`src/rtl/flag_unit.sv`:
```
// flag_unit: owns the architectural {V,Z,N} flag register consumed by the
// branch resolver. Captures ALU flags from EX under per-opcode write masks,
// honours pipe_stall/ex_flush, and resolves the EX-writer vs ID-branch flag
// hazard either by forwarding (FWD=1) or by stalling the branch (FWD=0).
//
// Parameters:
//   FWD    1 = forward EX flags to a same-cycle branch, 0 = stall one cycle
//   CNT_W  width of the saturating hazard-stall counter
// Ports:
//   clk, rst_n                  clock, synchronous active-low reset
//   ex_valid, ex_opcode         EX instruction qualifier and opcode
//   alu_n, alu_z, alu_v         raw ALU flags of the EX instruction
//   pipe_stall, ex_flush        pipeline control for the EX stage
//   br_req                      ID holds a flag-consuming branch
//   flags                       {V,Z,N} to the branch resolver
//   br_stall                    ID must hold the branch this cycle
//   stall_cnt                   saturating count of br_stall cycles
module flag_unit #(
  parameter int unsigned FWD   = 1,
  parameter int unsigned CNT_W = 16
) (
  input  logic             clk,
  input  logic             rst_n,
  input  logic             ex_valid,
  input  logic [3:0]       ex_opcode,
  input  logic             alu_n,
  input  logic             alu_z,
  input  logic             alu_v,
  input  logic             pipe_stall,
  input  logic             ex_flush,
  input  logic             br_req,
  output logic [2:0]       flags,
  output logic             br_stall,
  output logic [CNT_W-1:0] stall_cnt
);

  typedef enum logic {
    IDLE    = 1'b0,
    RESOLVE = 1'b1
  } state_t;

  state_t           state_q, state_d;
  logic [2:0]       flags_q, flags_d;
  logic [CNT_W-1:0] cnt_q, cnt_d;

  logic [2:0] mask;
  logic [2:0] alu_flags;
  logic [2:0] merged;
  logic       we;
  logic       haz;

  assign alu_flags = {alu_v, alu_z, alu_n};

  always_comb begin
    mask = 3'b000;
    unique case (ex_opcode)
      4'b0000, 4'b0001:                   mask = 3'b111;
      4'b0010, 4'b0100, 4'b0101, 4'b0110: mask = 3'b010;
      default:                            mask = 3'b000;
    endcase
  end

  // Flush outranks everything: a squashed instruction neither writes nor hazards.
  assign we     = ex_valid & ~ex_flush & (mask != 3'b000);
  assign haz    = br_req & we;
  assign merged = (flags_q & ~mask) | (alu_flags & mask);

  always_comb begin
    flags_d = flags_q;
    if (we && !pipe_stall) begin
      flags_d = merged;
    end
  end

  always_comb begin
    state_d  = state_q;
    br_stall = 1'b0;
    flags    = flags_q;
    if (FWD != 0) begin
      // Forward path is purely combinational and ignores reset.
      flags   = haz ? merged : flags_q;
      state_d = IDLE;
    end else begin
      if (!rst_n) begin
        flags = '0;
      end
      unique case (state_q)
        IDLE: begin
          br_stall = haz & rst_n;
          // Under pipe_stall the writer has not committed yet; keep stalling.
          if (haz && !pipe_stall) begin
            state_d = RESOLVE;
          end
        end
        RESOLVE: begin
          state_d = IDLE;
        end
        default: state_d = IDLE;
      endcase
    end
  end

  always_comb begin
    cnt_d = cnt_q;
    if (br_stall && (cnt_q != '1)) begin
      cnt_d = cnt_q + 1'b1;
    end
  end

  always_ff @(posedge clk) begin
    if (!rst_n) begin
      flags_q <= '0;
      state_q <= IDLE;
      cnt_q   <= '0;
    end else begin
      flags_q <= flags_d;
      state_q <= state_d;
      cnt_q   <= cnt_d;
    end
  end

  assign stall_cnt = cnt_q;

endmodule

```
`config.mk`:
```
export PLATFORM = sky130hd
export DESIGN_NAME = flag_unit
export DESIGN_NICKNAME = d
export VERILOG_FILES = /design/src/rtl/flag_unit.sv
export SDC_FILE = /design/constraint.sdc
export NUM_CORES = 1
export LEC_CHECK = 0
export ABC_CLOCK_PERIOD_IN_PS = 2900
export CORE_AREA = 2 2 39 41
export CTS_CLUSTER_DIAMETER = 50
export CTS_CLUSTER_SIZE = 10
export DETAILED_ROUTE_END_ITERATION = 6
export DIE_AREA = 0 0 41 43
export GPL_ROUTABILITY_DRIVEN = 1
export PLACE_DENSITY_LB_ADDON = 0.12
export RECOVER_POWER = 25
export SKIP_CTS_REPAIR_TIMING = 1
export SLEW_MARGIN = 20
export SYNTH_ARGS = -nofsm -noshare
export SYNTH_HDL_FRONTEND = slang
export SYNTH_SLANG_ARGS = --single-unit
```
`constraint.sdc`:
```
create_clock -name clk -period 2.9 [get_ports clk]
set_input_delay 0.725 -clock clk [delete_from_list [all_inputs] [get_ports clk]]
set_output_delay 0.725 -clock clk [all_outputs]
set_load 0.02 [all_outputs]
```
==> qor.txt, run 1 <==
Status: completed
Die span in x: 41 um
Clock skew: 0 ps
Seq/Total Area, Yosys: 18.2%
Post-Route WL: 602 um
Worst EP required: 2170 ps
WHS: 453 ps
Max Cap Violations: 0
First-pass GRT wire length: 724 um
#FFs+latches synth: 3
Max VDD drop: 0.144 mV
Pleak: 0.288 nW
Clock sinks: 3
Hold path start: flags_q[0]$_SDFFE_PN0P_
Slowest CP cell: clkdlybuf4s50_1
Total power: 0.162 mW
Fin area: 505 um2
Cells after synthesis: 40
Starting Density: 23.9%
Largest regs: flags_q x3
Commonest cells after routing, fill and taps aside: conb_1, clkdlybuf4s50_1, nand2_1, dlymetal6s2s_1, clkbuf_4
ANT nets after route: 0
CP max FO: 2
Post-DP HPWL: 509 um
Crit path buf inv count: 2
Core Area: 1380 um2
Avg Cell Area, Syn: 8.26 um2
Pin count of the biggest net entering global routing: 7
CP peak stage delay: 410 ps
Die height: 43 um
Worst setup path start: ex_opcode[0]
Layout Nets: 75
Longest Clk Path Bufs: 2
Crit-path cells: clkdlybuf4s50_1, a211o_1, nor2_1, mux2_2, dlymetal6s2s_1
Vias post-DR: 271
Residual DRC: 0
Clock root buffer: clkbuf_4
Commonest non-fill, non-tap cell in the layout: conb_1
Boundary Pins: 33
Layout Area Growth over Synthesis: 53.0%
WL per Instance: 7.82 um
Hold Fails Final Rpt: 0
ANT cells: 0
Unique cell type count in the Yosys netlist: 15
Yosys warning count: 0
Total Routing Usage GR: 6.41%
CP startpoint kind: primary input
CTS buffer count: 3
Setup CP Type: in2out
Tmin final: 2830 ps
RSZ-0062 raised after global routing: false
# port buffers: 15
Drt via density: 3.52
Pre-Repair DR Iteration Count: 2
Latest clock arrival within the worst-skew pair: 230 ps
Rows: 14
Pins Over Slew Limit: 0
Vias in the first global route: 216
Fmax: 353 MHz
Clk pin slew, worst setup/hold paths: 40 ps
CP endpoint kind: primary output
Die ar.: 1760 um2
Setup WS post-layout: 70.3 ps
1st-iter DRT viols: 3
TritonCTS clock tree: yes
Worst Setup Slack post-DPL: -525 ps
Post-Syn Area: 330 um2
R2r startpoint: flags_q[1]$_SDFFE_PN0P_
Post-DP Area: 448 um2
CP delay by family, top: buffers and inverters
PD cells: 321 nW/um2
Min-Delay Path Class: reg2reg
Total grt overflow: 0
Max reg flops: 3
Period utilisation layout: 97.6%
Layout cells sized above 1: 19.7%
Initial antenna violation count: 0
Most flops, register: flags_q
Worst EP arrival: 2100 ps
Routability cong.: 0.563
Clock H-tree levels: 1
# setup viols final: 0
[metal layers]
layer | track usage, % | routed length [um] | vias to the layer above
met5 | 0 | 0 | -
met1 | 5.75 | 223 | 117
met4 | 8.00 | 0 | 0
met2 | 9.69 | 314 | 15
met3 | 1.57 | 64 | 0
li1 | - | - | 139
[final cells by class]
cell class | count | area [um2]
multi-input combinational | 36 | 206
clock buffer | 4 | 26.3
fill | 161 | 878
sequential | 3 | 60.1
timing repair buffer | 18 | 193
tap | 16 | 20.0
[Yosys cell counts]
cell type,number,area (um2)
mux2_1,2,22.5
nand2b_1,1,6.26
nand2_1,6,22.5
o31ai_1,1,7.51
nor2_1,1,3.75
conb_1,1,3.75
or4_4,1,11.3
nor2_4,1,11.3
mux2i_1,2,20.0
buf_4,17,128
a211o_1,1,8.76
mux2_2,1,11.3
o211ai_1,1,7.51
dfxtp_1,3,60.1
nor2_2,1,6.26
[worst paths after layout]
| path | endpoint | slack [ps] | cells past startpoint |
|---|---|---|---|
| hold reg to reg | flags_q[0]$_SDFFE_PN0P_ | 450 | 2 |
| hold / removal | flags_q[0]$_SDFFE_PN0P_ | 450 | 2 |
| setup / recovery | flags[1] | 70 | 5 |
| setup reg to reg | flags_q[1]$_SDFFE_PN0P_ | 2300 | 2 |
[worst reg2reg max path: stages (launching register included)]
cell and delay [ps]:
dfxtp_1 300, o211ai_1 90, o31ai_1 90
[cells by family after synthesis]
logic type	after synthesis	share of synthesized area [%]
buffers and inverters	17	38.6
and+or+nand+nor	11	18.6
muxes	5	16.3
AOI/OAI and AO/OA	3	7.20
DFF	3	18.2
other	1	1.14
[power by group]
part	switching, mW	leakage [nW]	internal, mW
combinational	0.0289	0.249	0.0192
clock	0.0207	0.0150	0.0515
sequential	0.000186	0.0242	0.0420
total	0.0498	0.288	0.113
[stage by stage]
step	instances	setup TNS, ps	utilization (%)
floorplan	56	0	-
global placement	72	-1300	32.4
detailed placement	72	-1300	32.4
CTS	76	-1320	34.3
global route	77	0	36.5
finish	77	0	36.5
(Power assumes the default switching activity.)
==> inputs of run 2 (changes only) <==
--- a/config.mk
+++ b/config.mk
@@ -5,12 +5,13 @@
 export SDC_FILE = /design/constraint.sdc
 export NUM_CORES = 1
 export LEC_CHECK = 0
+export ABC_AREA = 1
 export ABC_CLOCK_PERIOD_IN_PS = 2900
-export CORE_AREA = 2 2 39 41
+export CORE_AREA = 2 2 40 42
 export CTS_CLUSTER_DIAMETER = 50
 export CTS_CLUSTER_SIZE = 10
 export DETAILED_ROUTE_END_ITERATION = 6
-export DIE_AREA = 0 0 41 43
+export DIE_AREA = 0 0 42 44
 export GPL_ROUTABILITY_DRIVEN = 1
 export PLACE_DENSITY_LB_ADDON = 0.12
 export RECOVER_POWER = 25
==> run 2 against run 1 <==
Wire length rose by 18%. Critical path depth is 2 higher. Sequential share of layout area down 0.92 points. Power up 11%. Worst hold slack better by 45 ps. Largest power group unchanged.
==> qor.txt, run 2 <==
Longest Clk Path Bufs: 2 (unchanged)
Period utilisation layout: 90.8% (-6.8 points)
Worst Setup Slack post-DPL: -140 ps (+386 ps)
Post-Syn Area: 393 um2 (+19%)
Clock skew: 0 ps (unchanged)
Avg Cell Area, Syn: 6.14 um2 (-26%)
Hold Fails Final Rpt: 0 (unchanged)
Residual DRC: 0 (unchanged)
Setup WS post-layout: 268 ps (+198 ps)
Largest regs: flags_q x3
Tightest Pin Transition: 593 ps
CP startpoint kind: primary input
WL per Instance: 6.99 um (-11%)
Total power: 0.180 mW (+11%)
Unique cell type count in the Yosys netlist: 14 (-1)
Status: completed
Pins Over Slew Limit: 0 (unchanged)
1st-iter DRT viols: 7 (+4)
Post-DP HPWL: 608 um (+19%)
Top post-synthesis cells by count: buf_4, nand2_1, inv_1, nor2_1, nand2_2
Layout Area Growth over Synthesis: 39.5%
Total grt overflow: 0 (unchanged)
Rows: 14 (unchanged)
Commonest cells after routing, fill and taps aside: conb_1, nand2_1, clkdlybuf4s50_1, inv_1, nor2_1
Max VDD drop: 0.191 mV (+33%)
Core Area: 1420 um2 (+2.5%)
ANT nets after route: 0 (unchanged)
Starting Density: 27.7% (+3.8 points)
# port buffers: 15 (unchanged)
Fillers: 163 (+1.2%)
Worst EP arrival: 1910 ps (-190 ps)
ANT cells: 0 (unchanged)
CTS buffer count: 3 (unchanged)
Most flops, register: flags_q
Yosys warning count: 0 (unchanged)
Boundary Pins: 33 (unchanged)
# setup viols final: 0 (unchanged)
Fin util: 38.6% (+2.1 points)
Total Routing Usage GR: 7.99% (+1.6 points)
Max Cap Violations: 0 (unchanged)
Latest clock arrival within the worst-skew pair: 230 ps (about the same)
Min-Delay Path Class: reg2reg
Clock root buffer: clkbuf_4
Pre-Repair DR Iteration Count: 2 (unchanged)
First-pass GRT wire length: 1.08 mm (+49%)
Die height: 44 um (+2.3%)
Worst EP required: 2170 ps (about the same)
TritonCTS clock tree: yes
Pin count of the biggest net entering global routing: 7 (unchanged)
Fmax: 380 MHz (+7.5%)
Die span in x: 42 um (+2.4%)
Predominant post-synthesis flop cell: dfxtp_1
Post-synth ARST share: 0% (unchanged)
Routability cong.: 0.711 (+26%)
Sequential cell area: 60.1 um2 (unchanged)
Die ar.: 1850 um2 (+4.8%)
RSZ-0062 raised after global routing: false
Pleak: 0.314 nW (+9.1%)
Max reg flops: 3 (unchanged)
Layout Nets: 100 (+33%)
Tmin final: 2630 ps (-198 ps)
Clock sinks: 3 (unchanged)
Vias post-DR: 359 (+32%)
Initial antenna violation count: 0 (unchanged)
Multi-input gate area: 224 um2 (+8.5%)
Seq/Total Area, Yosys: 15.3% (-2.9 points)
Vias in the first global route: 278 (+29%)
Clock H-tree levels: 1 (unchanged)
Worst rel slew slack: 60.2%
CP endpoint kind: primary output
Drt via density: 3.52 (about the same)
Most common cell in the synthesized netlist: buf_4
Cells after synthesis: 64 (+60%)
CP max FO: 6 (+4)
Layout cells sized above 1: 17.4% (-2.2 points)
Main area contributors after synthesis: buf_4, dfxtp_1, nand2_1
PD cells: 328 nW/um2 (+2.0%)
Synth top area share: 32.5% (-6.2 points)
Cell accounting for the most synthesized area: buf_4
Post-Route WL: 713 um (+18%)
Number of synthesized flops with an enable pin: 0 (unchanged)
Commonest non-fill, non-tap cell in the layout: conb_1
#FFs+latches synth: 3 (unchanged)
Setup CP Type: in2out
Clk pin slew, worst setup/hold paths: 30 ps (about the same)
-- run 2: cell type report --
cell class / instances / share of cell area (%)
Multi-Input combinational cell: 52 / 40.9
Timing Repair Buffer: 19 / 34.2
Sequential cell: 3 / 11.0
Inverter: 8 / 5.48
Clock buffer: 4 / 4.79
Tap cell: 16 / 3.65
-- run 2: worst paths after layout --
check / start / cells after the start / slack (ps) / to
max: ex_opcode[1] / 7 / 270 / flags[0]
min: flags_q[1]$_SDFFE_PN0P_ / 2 / 500 / flags_q[1]$_SDFFE_PN0P_
max reg2reg: flags_q[0]$_SDFFE_PN0P_ / 7 / 2040 / flags_q[0]$_SDFFE_PN0P_
min reg2reg: flags_q[1]$_SDFFE_PN0P_ / 2 / 500 / flags_q[1]$_SDFFE_PN0P_
-- run 2: logic make-up (layout without fill, tap and decap cells) --
group | after synthesis | count (layout) | synth area share (%)
flops | 3 | 3 | 15.3
buf+inv | 25 | 31 | 40.1
simple gates | 32 | 32 | 39.8
other cells | 1 | 17 | 0.954
compound gates | 3 | 3 | 3.82
-- run 2: layer usage --
metal / track usage (%) / up-vias / routed length (um)
li1: - / 201 / -
met1: 9.23 / 145 / 304
met2: 10.6 / 13 / 347
met3: 3.75 / 0 / 61
met4: 7.74 / 0 / 0
met5: 0 / - / 0
-- run 2: worst max-delay path, cell delays in order --
cell and delay, ps:
clkdlybuf4s50_1 450, nand2_2 90, nand2_2 60, nor2_1 110, nand2_2 100, o21ai_1 140
dlymetal6s2s_1 230
-- run 2: stage by stage --
stage	cell area, um2	std cells	hold WS (ps)	TNS (ps)
final	548	102	498	0
after floorplan	453	80	478	0
after detailed placement	526	98	498	-405
after CTS	552	102	502	-417
after global routing	548	102	543	0
after global placement	526	98	498	-419
-- run 2: power by group --
part / internal, mW / switching (mW) / leakage (nW) / total, mW
logic: 0.0266 / 0.0367 / 0.275 / 0.0633
registers: 0.0428 / 0.000854 / 0.0243 / 0.0436
clock network: 0.0515 / 0.0212 / 0.0150 / 0.0727
==> inputs of run 3 (changes only) <==
--- a/config.mk
+++ b/config.mk
@@ -9,7 +9,7 @@
 export ABC_CLOCK_PERIOD_IN_PS = 2900
 export CORE_AREA = 2 2 40 42
 export CTS_CLUSTER_DIAMETER = 50
-export CTS_CLUSTER_SIZE = 10
+export CTS_CLUSTER_SIZE = 16
 export DETAILED_ROUTE_END_ITERATION = 6
 export DIE_AREA = 0 0 42 44
 export GPL_ROUTABILITY_DRIVEN = 1
@@ -20,3 +20,4 @@
 export SYNTH_ARGS = -nofsm -noshare
 export SYNTH_HDL_FRONTEND = slang
 export SYNTH_SLANG_ARGS = --single-unit
+export TNS_END_PERCENT = 5
==> results of run 3 <==
Same layout as run 2: the final DEF is identical, and so are final timing and power.
